===== src/rtl/weight_access_arbiter.sv =====
// weight_access_arbiter
//   Shares a single weight memory among three clients. The memory has one read
//   port, one write port and a one-cycle read latency. The clients are:
//     - inference fetch : read only, has priority on the read port
//     - STDP learning   : serialized read-modify-write with a saturating add
//     - host loader     : write only, yields to the learning write-back
//   Read data goes back to inference only when inference issued the read.
//   Host writes that target the address of an RMW in flight are held off.
//
// Ports
//   clk, rst_n                        clock, synchronous active-low reset
//   inf_req/inf_addr                  inference read request
//   inf_gnt                           inference read issued this cycle
//   inf_rdata/inf_rvalid              inference read data, one cycle after inf_gnt
//   lrn_req/lrn_addr/lrn_delta        RMW request, held high until lrn_done
//   lrn_done                          one-cycle pulse when the RMW write is issued
//   host_wr_en/host_addr/host_data    host write request
//   host_ready                        host write issued this cycle
//   mem_read_*                        memory read port
//   mem_write_*                       memory write port
//   stat_inf_cnt/stat_lrn_cnt/stat_stall_cnt  statistics counters
//
// Build option
//   WARB_STATS_EN : when defined, stat_* are 32-bit wrapping event counters;
//                   otherwise they are tied to zero and no counter logic exists.
//
// Learning FSM
//   state  | meaning
//   IDLE   | no RMW in flight; accepts lrn_req and captures address/delta
//   RD     | waiting to win the read port for the RMW read
//   WAIT   | read issued; on read data, register the saturated sum
//   WR     | issue the write-back, pulse lrn_done

module weight_access_arbiter #(
  parameter int NUM_WEIGHTS  = 4096,
  parameter int WEIGHT_WIDTH = 9,
  parameter int ADDR_WIDTH   = $clog2(NUM_WEIGHTS),
  parameter int DELTA_WIDTH  = 8,
  parameter int MAX_STALL    = 4
) (
  input  logic                    clk,
  input  logic                    rst_n,
  input  logic                    inf_req,
  input  logic [ADDR_WIDTH-1:0]   inf_addr,
  output logic                    inf_gnt,
  output logic [WEIGHT_WIDTH-1:0] inf_rdata,
  output logic                    inf_rvalid,
  input  logic                    lrn_req,
  input  logic [ADDR_WIDTH-1:0]   lrn_addr,
  input  logic [DELTA_WIDTH-1:0]  lrn_delta,
  output logic                    lrn_done,
  input  logic                    host_wr_en,
  input  logic [ADDR_WIDTH-1:0]   host_addr,
  input  logic [WEIGHT_WIDTH-1:0] host_data,
  output logic                    host_ready,
  output logic                    mem_read_en,
  output logic [ADDR_WIDTH-1:0]   mem_read_addr,
  input  logic [WEIGHT_WIDTH-1:0] mem_read_data,
  input  logic                    mem_read_valid,
  output logic                    mem_write_en,
  output logic [ADDR_WIDTH-1:0]   mem_write_addr,
  output logic [WEIGHT_WIDTH-1:0] mem_write_data,
  output logic [31:0]             stat_inf_cnt,
  output logic [31:0]             stat_lrn_cnt,
  output logic [31:0]             stat_stall_cnt
);

  localparam int WW = WEIGHT_WIDTH;
  localparam int DW = DELTA_WIDTH;
  localparam int SW = $clog2(MAX_STALL + 1);
  localparam logic [SW-1:0] STALL_LIMIT = SW'(MAX_STALL);

  typedef enum logic [1:0] {
    S_IDLE = 2'd0,
    S_RD   = 2'd1,
    S_WAIT = 2'd2,
    S_WR   = 2'd3
  } state_t;

  state_t                  state_q, state_d;
  logic [ADDR_WIDTH-1:0]   addr_q;
  logic [DW-1:0]           delta_q;
  logic [WW-1:0]           wdata_q;
  logic [SW-1:0]           stall_q;
  logic                    inf_owner_q;

  logic                    lrn_read;
  logic                    inf_lost;
  logic                    hazard;
  logic [WW:0]             sum;
  logic [WW-1:0]           sat_sum;

  // One guard bit is enough for the add as long as the delta is no wider than
  // the weight; overflow shows up as the two top bits disagreeing.
  always_comb begin
    sum = {mem_read_data[WW-1], mem_read_data} + {{(WW + 1 - DW){delta_q[DW-1]}}, delta_q};
    if (sum[WW] != sum[WW-1]) begin
      sat_sum = sum[WW] ? {1'b1, {(WW - 1){1'b0}}} : {1'b0, {(WW - 1){1'b1}}};
    end else begin
      sat_sum = sum[WW-1:0];
    end
  end

  always_comb begin
    state_d        = state_q;
    lrn_read       = 1'b0;
    inf_lost       = 1'b0;
    hazard         = 1'b0;
    inf_gnt        = 1'b0;
    inf_rdata      = '0;
    inf_rvalid     = 1'b0;
    lrn_done       = 1'b0;
    host_ready     = 1'b0;
    mem_read_en    = 1'b0;
    mem_read_addr  = '0;
    mem_write_en   = 1'b0;
    mem_write_addr = '0;
    mem_write_data = '0;

    if (rst_n) begin
      case (state_q)
        S_IDLE: if (lrn_req) state_d = S_RD;
        S_RD: begin
          // Inference wins unless learning has already lost MAX_STALL times.
          lrn_read = !inf_req || (stall_q == STALL_LIMIT);
          inf_lost = !lrn_read;
          if (lrn_read) state_d = S_WAIT;
        end
        S_WAIT: if (mem_read_valid) state_d = S_WR;
        S_WR:   state_d = S_IDLE;
        default: state_d = S_IDLE;
      endcase

      inf_gnt       = inf_req & ~lrn_read;
      mem_read_en   = inf_gnt | lrn_read;
      mem_read_addr = lrn_read ? addr_q : inf_addr;
      inf_rvalid    = mem_read_valid & inf_owner_q;
      inf_rdata     = mem_read_data;

      // A host write to the RMW address between its read and its write-back
      // would be silently overwritten, so it is held off.
      hazard     = ((state_q == S_RD) || (state_q == S_WAIT)) && (host_addr == addr_q);
      host_ready = host_wr_en && (state_q != S_WR) && !hazard;

      if (state_q == S_WR) begin
        mem_write_en   = 1'b1;
        mem_write_addr = addr_q;
        mem_write_data = wdata_q;
        lrn_done       = 1'b1;
      end else if (host_ready) begin
        mem_write_en   = 1'b1;
        mem_write_addr = host_addr;
        mem_write_data = host_data;
      end
    end
  end

  always_ff @(posedge clk) begin
    if (!rst_n) begin
      state_q     <= S_IDLE;
      addr_q      <= '0;
      delta_q     <= '0;
      wdata_q     <= '0;
      stall_q     <= '0;
      inf_owner_q <= 1'b0;
    end else begin
      state_q     <= state_d;
      inf_owner_q <= inf_gnt;
      if ((state_q == S_IDLE) && lrn_req) begin
        addr_q  <= lrn_addr;
        delta_q <= lrn_delta;
      end
      if (lrn_read) begin
        stall_q <= '0;
      end else if (inf_lost) begin
        stall_q <= stall_q + SW'(1);
      end
      if ((state_q == S_WAIT) && mem_read_valid) begin
        wdata_q <= sat_sum;
      end
    end
  end

`ifdef WARB_STATS_EN
  logic [31:0] inf_cnt_q, lrn_cnt_q, stall_cnt_q;

  always_ff @(posedge clk) begin
    if (!rst_n) begin
      inf_cnt_q   <= '0;
      lrn_cnt_q   <= '0;
      stall_cnt_q <= '0;
    end else begin
      if (inf_gnt)  inf_cnt_q   <= inf_cnt_q + 32'd1;
      if (lrn_done) lrn_cnt_q   <= lrn_cnt_q + 32'd1;
      if (inf_lost) stall_cnt_q <= stall_cnt_q + 32'd1;
    end
  end

  assign stat_inf_cnt   = rst_n ? inf_cnt_q   : '0;
  assign stat_lrn_cnt   = rst_n ? lrn_cnt_q   : '0;
  assign stat_stall_cnt = rst_n ? stall_cnt_q : '0;
`else
  assign stat_inf_cnt   = '0;
  assign stat_lrn_cnt   = '0;
  assign stat_stall_cnt = '0;
`endif

endmodule


===== config.mk =====
export PLATFORM = sky130hd
export DESIGN_NAME = weight_access_arbiter
export DESIGN_NICKNAME = d
export VERILOG_FILES = /design/src/rtl/weight_access_arbiter.sv
export SDC_FILE = /design/constraint.sdc
export NUM_CORES = 1
export LEC_CHECK = 0
export CAP_MARGIN = 20
export CORE_MARGIN = 2
export CORE_UTILIZATION = 41
export DETAILED_ROUTE_END_ITERATION = 6
export PLACE_DENSITY_LB_ADDON = 0.08
export SETUP_SLACK_MARGIN = 0.05
export SYNTH_ARGS = -nofsm -noshare
export SYNTH_HDL_FRONTEND = slang
export SYNTH_SLANG_ARGS = --single-unit
export TNS_END_PERCENT = 1

===== constraint.sdc =====
create_clock -name clk -period 5 [get_ports clk]
set_input_delay 0.5 -clock clk [delete_from_list [all_inputs] [get_ports clk]]
set_output_delay 0.5 -clock clk [all_outputs]
set_load 0.02 [all_outputs]

Word level (Yosys, flattened, before mapping)
Cells that the tools add are included.
{ "classes": {"addsub": 2, "n_eq_ne": 10, "mux": 29, "bitwise": 5, "reduce_logical": 13} }
{ "ops": {"columns": ["cell", "n"], "rows": [
  ["2-to-1 mux 12 bit", 5],
  ["2-to-1 mux 9 bit", 6],
  ["2-to-1 mux 1 bit", 14],
  ["equality test 12 bit", 1],
  ["adder 9 x 8 -> 10 bit", 1],
  ["inequality test 2 bit (second input constant)", 4],
  ["case mux 2 bit (4 select lines)", 1],
  ["2-to-1 mux 2 bit", 3],
  ["logical AND 1 bit", 5],
  ["equality test 2 bit (second input constant)", 2],
  ["adder 3 x 1 -> 3 bit (second input constant)", 1],
  ["equality test 3 bit (second input constant)", 1],
  ["logical NOT 1 bit", 3],
  ["AND reduction 3 bit", 1],
  ["AND 1 bit", 2],
  ["equality test 2 x 1 -> 1 bit (second input constant)", 1],
  ["logical NOT 2 bit", 1],
  ["logical OR 1 bit", 2],
  ["NOT 1 bit", 2],
  ["OR reduction 2 bit", 1],
  ["inequality test 1 bit", 1],
  ["OR 1 bit", 1]
]} }
{ "word_totals": {"reg_bits": 35, "in_bits": 68, "elab_cells": 65} }

Longest topological paths before layout
Gate-level depths: netlist of run 1.
{ "depth": {"ltp_word": 8, "mapped_depth": 9} }

Worst setup path after synthesis of run 1
OpenSTA, ideal clock, no wires.
{ "synth_path": {"path_type": "input to register", "from": "input port mem_read_data[0]", "to": "register wdata_q[6]", "arrival_ns": 2.234, "required_ns": 4.870, "slack_ns": 2.636, "path_stages": 9, "path_buffers": 0, "cell_sequence": "ha_1 -> inv_1 -> fa_1 -> nor2b_1 -> o211ai_2 -> mux2i_1 -> a2111oi_1 -> maj3_2 -> a21oi_1"} }
{ "synth_via": {"elab_chain_cells": 3} }
{ "synth_rtl": {"columns": ["item", "line_no", "source"], "rows": [
  ["from (decl)", "58", "input logic [WEIGHT_WIDTH-1:0] mem_read_data,"],
  ["adder 9 x 8 -> 10 bit *", "96", "sum = {mem_read_data[WW-1], mem_read_data} + {{(WW + 1 - DW){delta_q[DW-1]}}, delta_q};"],
  ["2-to-1 mux 9 bit or inequality test 1 bit (tied branches)", "98, 97", null],
  ["2-to-1 mux 9 bit *", "97", "if (sum[WW] != sum[WW-1]) begin"],
  ["to (signal assigned)", "179", "wdata_q <= sat_sum;"],
  ["to (decl)", "83", "logic [WW-1:0] wdata_q;"]
]} }
Mark *: on every way between the ends. The rest lies on a longest branch, timed or not.
A chain may end at the register's enable or synchronous reset.

Final worst setup path of run 1
{ "layout_path": {"from": "input port host_addr[5]", "to": "output port mem_write_addr[7]"} }
{ "layout_via": {"elab_chain_cells": 7} }
{ "layout_rtl": {"columns": ["item", "line_no", "source"], "rows": [
  ["from (decl)", "53", "input logic [ADDR_WIDTH-1:0] host_addr,"],
  ["equality test 12 bit", "142", "hazard = ((state_q == S_RD) || (state_q == S_WAIT)) && (host_addr == addr_q);"],
  ["logical AND 1 bit", "142", null],
  ["logical NOT 1 bit", "143", "host_ready = host_wr_en && (state_q != S_WR) && !hazard;"],
  ["logical AND 1 bit", "143", null],
  ["2-to-1 mux 12 bit", "150", "end else if (host_ready) begin"],
  ["2-to-1 mux 12 bit", "145", "if (state_q == S_WR) begin"],
  ["2-to-1 mux 12 bit", "120", "if (rst_n) begin"],
  ["to (decl)", "61", "output logic [ADDR_WIDTH-1:0] mem_write_addr,"]
]} }
Every way passes these cells.

==> reports/qor.csv, run 1 <==
metric,value,unit
area grow syn2layout,27.6,%
postcts setup bufs,0,
internal cell power,0.796,mW
clock root buffer,clkbuf_8,
Mapped Cells,437,
top post-synthesis cells by area,"buf_4 21%, dfxtp_1 20%, nand2_1 7.5%",
gr ovfl total,0,
Clock Path Buffers,2,
Seq cells post-synth,35,
# nets final,620,
largest family of logic cells by synthesized area,buffers and inverters,
Layout Cells excl Fill,641,
count of final max-slew check failures,0,
Synth area leader,buf_4,
Seq pwr share,0.281,
Clock Sinks,35,
DRT Pass-1 Iters,4,
total global-route track usage,0.199,
Worst setup SP type,primary input,
Die ar.,0.00910,mm^2
"Top FF cell, synth",dfxtp_1,
max frequency,274,MHz
share of layout cells above drive strength 1,0.0485,
fraction of the mapped netlist area in simple logic gates,0.182,
sequential share of the synthesized area,0.205,
DP Area,0.00426,mm^2
synthesized cell area,0.00343,mm^2
I/O pins,212,
clk_skew,0.00837,ns
vias per inst,4.67,
Netlist cell types,56,
post-route clock period utilization,0.730,
drt first-iter violations,133,
CP Capture Type,output pin,
"Core Util, Final",0.535,
hold slack final,0.479,ns
WS Path Type,primary input to output pin,
sw frac,0.428,
Worst slew margin,0.349,
Leakage Power,1.86,nW
largest net degree at the start of global routing,63,
antenna-violating nets left,0,
setup TNS,0,ns
drt wl/cell,13.9,um
"Clk pin slew, worst setup/hold paths",0.08,ns
Final WS setup,1.35,ns
Via Count,2992,
pre-CTS WS,1.40,ns
Commonest cells post-synth,"97 x buf_4, 68 x nand2_1, 35 x dfxtp_1, 33 x a21boi_0",
Worst Path Arrival,3.15,ns
Slew @ Worst Pin,0.976,ns
CP max FO,23,
antenna violations before repair,1,
RSZ-0062 raised after global routing,no,
Hold/Removal Path Class,flip-flop to flip-flop,
Diodes inserted,0,
Synth Area in XOR/XNOR,0.0464,
CTS tree,yes,
CTS resizes,0,
hpwl dp,6940,um
endpoints failing hold,0,
Worst EP required,4.50,ns
syn avg cell area,7.84,um^2
Synth Area in Adders,0.0807,
asr flop ratio synth,0,
Hold Buf Count CTS,0,
Max-cap violations,0,
H-tree Lvls,2,
VDD IR max,143,uV
Psw,0.596,mW
Core ar.,0.00818,mm^2
total CTS buffers,5,
synth warn,0,
# DRC,0,
status,completed,
total length of routed wires,8900,um
Port Buf Inserts,115,
"count leader, synth",buf_4,
Final Wtd Congestion,0.879,
clock share of power,0.192,
mux cell area share after synthesis,0.00584,
PwrDens,318,mW/mm^2
final setup fails,0,
Pwr Total,1.39,mW
combinational share of power,0.526,
die span in x,95.4,um
worst-skew pair later-pin latency,0.29,ns
Post-synth EDFFs,0,
Rows,33,
Yosys top cell area share,0.213,
first-pass GRT wire length,13900,um
fin crit period,3.65,ns
post-synthesis compound-gate area fraction,0.226,
vias in the first global route,2704,
placed insts,633,
die height,95.4,um
Final Cell Area,0.00437,mm^2
Initial Util,0.419,
kinds of logic (layout without fill, tap and decap cells):
family,Yosys count,after routing
other,1,96
adders and majority gates,22,22
and+or+nand+nor,131,131
AOI/OAI and AO/OA,97,97
DFF,35,35
buffers and inverters,133,137
muxes,2,2
xor gates and xnor gates,16,16
worst max-delay path, stage by stage:
cell,delay [ns]
clkdlybuf4s50_1,0.53
xor2_1,0.18
nor4_1,0.08
nand4_1,0.08
and4b_1,0.85
a22o_1,0.31
clkdlybuf4s50_1,0.61
metal layers:
metal	GRT usage	part of all wire
met1	0.266	0.45
met2	0.323	0.46
met3	0.0387	0.071
met4	0.0643	0.015
met5	0	0.0015
power by group through the flow:
stage	sequential (mW)	combinational [mW]	clock (mW)
global route	0.401	0.813	0.288
CTS	0.392	0.738	0.277
detailed placement	0.398	0.734	0
floorplan	0.378	0.584	0
finish	0.392	0.733	0.268
global placement	0.397	0.722	0
state kept, by name, summed over array words and instances (netlist names):
signal	cells
state_q	2
delta_q	8
inf_owner_q	1
addr_q	12
stall_q	3
wdata_q	9
layout make-up:
type / instances / area [um^2]
fillers: 798 / 3800
repair buffers: 117 / 1170
inverters: 12 / 45.0
clock buffers: 6 / 82.6
multi-input cells: 364 / 2210
well taps: 105 / 131
clock inverters: 2 / 35.0
flip-flops and latches: 35 / 701
cell usage in the layout (no fill, tap or decap), types with 4 or more instances in the layout:
master / synthesis / routed
a21boi_0: 33 / 33
a21oi_1: 7 / 7
a22o_1: 21 / 21
and2_1: 14 / 14
and3_1: 5 / 5
clkbuf_8: 0 / 6
clkdlybuf4s50_1: 0 / 115
conb_1: 1 / 96
dfxtp_1: 35 / 35
ha_1: 16 / 16
inv_1: 12 / 12
maj3_2: 5 / 5
nand2_1: 68 / 68
nand3_1: 15 / 15
nor2_1: 13 / 13
nor2b_1: 4 / 4
o21ai_0: 9 / 9
xnor2_1: 6 / 6
xor2_1: 9 / 9
path summary, 6_finish.rpt:
check	start	end	slack, ns	cells after the start
max	host_addr[5]	mem_write_addr[7]	1.35	7
max reg2reg	delta_q[0]	wdata_q[6]	2.40	9
min reg2reg	delta_q[2]	delta_q[2]	0.48	2
min	delta_q[2]	delta_q[2]	0.48	2
Power figures use the tool's default switching activity.
==> inputs of run 2 (changes only) <==
--- a/config.mk
+++ b/config.mk
@@ -7,7 +7,7 @@
 export LEC_CHECK = 0
 export CAP_MARGIN = 20
 export CORE_MARGIN = 2
-export CORE_UTILIZATION = 41
+export CORE_UTILIZATION = 34
 export DETAILED_ROUTE_END_ITERATION = 6
 export PLACE_DENSITY_LB_ADDON = 0.08
 export SETUP_SLACK_MARGIN = 0.05
==> constraint.sdc (replaced) <==
create_clock -name clk -period 3.32 [get_ports clk]
set_input_delay 0.332 -clock clk [delete_from_list [all_inputs] [get_ports clk]]
set_output_delay 0.332 -clock clk [all_outputs]
set_load 0.02 [all_outputs]
==> run 2 against run 1 <==
Worst hold slack got worse by 0.010 ns. Flip-flop and latch count unchanged. Clock power is 28% higher. Global-route usage down 4.1 points. Critical path depth up 1. Count of clock-buffer cells in the layout up 2. Sequential share of layout area shrank 0.25 points. Register-to-register slack worse by 1.7 ns. Largest cell class unchanged. Largest power group unchanged. Highest routed layer is now met4.
==> reports/qor.csv, run 2 (synthesized netlist as in run 1, its figures left out) <==
metric,value,unit,change
status,completed,,
I/O pins,212,,unchanged
Worst slew margin,0.526,,+0.177
HP Start,delta_q[0],,
total length of routed wires,8990,um,+1.1%
die height,104,um,+9.4%
uppermost layer routed,met4,,
drt first-iter violations,124,,-6.8%
setup TNS,0,ns,unchanged
Psw,0.891,mW,+49%
vias per inst,4.38,,-6.1%
Worst setup SP type,primary input,,
"Most flops, register",addr_q,,
Hold/Removal Path Class,flip-flop to flip-flop,,
largest net degree at the start of global routing,35,,-44%
final setup fails,0,,unchanged
Die ar.,0.0109,mm^2,+20%
WS Path Type,primary input to output pin,,
area grow syn2layout,29.7,%,
Slew @ Worst Pin,0.711,ns,-0.264 ns
max frequency,327,MHz,
share of layout cells above drive strength 1,0.0589,,+0.0104
count of final max-slew check failures,0,,unchanged
vias in the first global route,2722,,+0.67%
PwrDens,461,mW/mm^2,+45%
metal2 WL,4040,um,-1.8%
H-tree Lvls,2,,unchanged
CTS resizes,0,,unchanged
Via Count,2962,,-1.0%
endpoints failing hold,0,,unchanged
"commonest non-fill, non-tap cell in the layout",clkdlybuf4s50_1,,
Worst Setup SP,host_addr[3],,
Initial Util,0.350,,-0.0686
clock root buffer,clkbuf_8,,
Core ar.,0.00977,mm^2,+20%
die span in x,104,um,+9.4%
gr ovfl total,0,,unchanged
Diodes inserted,0,,unchanged
Clock Path Buffers,2,,unchanged
Final Wtd Congestion,0.847,,-3.6%
Rows,36,,+9.1%
first-pass GRT wire length,13900,um,+0.19%
antenna-violating nets left,0,,unchanged
post-route clock period utilization,0.922,,
worst-skew pair later-pin latency,0.29,ns,about the same
total global-route track usage,0.158,,-0.0409
internal cell power,1.16,mW,+46%
Hold Buf Count CTS,0,,unchanged
CTS tree,yes,,
max reg flops,12,,unchanged
clock share of power,0.167,,-0.025
hold slack final,0.469,ns,-0.0102 ns
Seq pwr share,0.287,,+0.006
# nets final,627,,+1.1%
sw frac,0.434,,+0.00630
Worst Hold Path Cells,2,,unchanged
total CTS buffers,5,,unchanged
metal3 WL,583,um,-7.6%
VDD IR max,226,uV,+58%
RSZ-0062 raised after global routing,no,,
Worst Path Arrival,2.73,ns,-0.42 ns
Leakage Power,1.89,nW,+1.4%
"leading cell types in the layout, fill and taps excluded","115 x clkdlybuf4s50_1, 96 x conb_1, 68 x nand2_1",,
r2r startpoint,delta_q[0],,
M1 WL,4190,um,+4.5%
CP Capture Type,output pin,,
Largest regs,"addr_q (12), wdata_q (9), delta_q (8)",,
drt wl/cell,13.3,um,-4.2%
CP max FO,9,,-61%
Worst EP required,2.99,ns,-1.51 ns
postcts setup bufs,0,,unchanged
Reg2Reg Depth,9,,unchanged
antenna violations before repair,0,,-1
hpwl dp,7200,um,+3.8%
Port Buf Inserts,115,,unchanged
combinational share of power,0.545,,+0.019
"Clk pin slew, worst setup/hold paths",0.07,ns,about the same
# DRC,0,,unchanged
DRT Pass-1 Iters,4,,unchanged
fin crit period,3.06,ns,
clk_skew,0.00422,ns,-0.00415 ns
Max-cap violations,0,,unchanged
Clock Sinks,35,,unchanged
## run 2: cell count changes in the layout (fill, tap and decap cells not counted), sizes merged
cell / change
clkbuf: +2
bufinv: -1
clkinv: -1
buf: +7
## run 2: layout make-up
class / count / area (um^2)
fillers: 989 / 5330
well taps: 133 / 166
repair buffers: 124 / 1220
inverters: 12 / 45.0
multi-input cells: 364 / 2210
clock buffers: 8 / 100
flip-flops and latches: 35 / 701
## run 2: path summary, 6_finish.rpt
kind | to | slack (ns)
worst max register to register | wdata_q[6] | 0.73
worst max-delay path | mem_write_addr[7] | 0.26
worst min register to register | delta_q[0] | 0.47
worst min-delay path | delta_q[0] | 0.47
## run 2: metrics by stage
step	cell area, um^2	util	setup slack, ns	power [mW]	instances
after global placement	4340	0.444	0.213	1.70	668
after global routing	4440	0.455	0.146	2.20	676
after detailed placement	4340	0.444	0.232	1.72	668
after CTS	4440	0.455	0.227	2.07	676
after floorplan	3780	-	1.12	1.45	532
final	4440	0.455	0.259	2.05	676
## run 2: per-layer routing
layer	up-vias	GRT usage
li1	1492	-
met1	1327	0.205
met2	132	0.260
met3	11	0.0338
met4	0	0.0541
met5	-	0
## run 2: power by group through the flow
stage	registers, mW	logic [mW]	clock network [mW]
final	0.589	1.12	0.343
after global routing	0.603	1.23	0.367
after CTS	0.590	1.12	0.357
after detailed placement	0.599	1.12	0
after global placement	0.600	1.10	0
after floorplan	0.569	0.879	0
## run 2: critical path: stages
cell and delay (ns):
clkdlybuf4s50_1 0.45, xor2_1 0.16, nor4_1 0.38, nand4_1 0.14
and4b_1 0.27, buf_4 0.20, a22o_1 0.23, clkdlybuf4s50_1 0.56
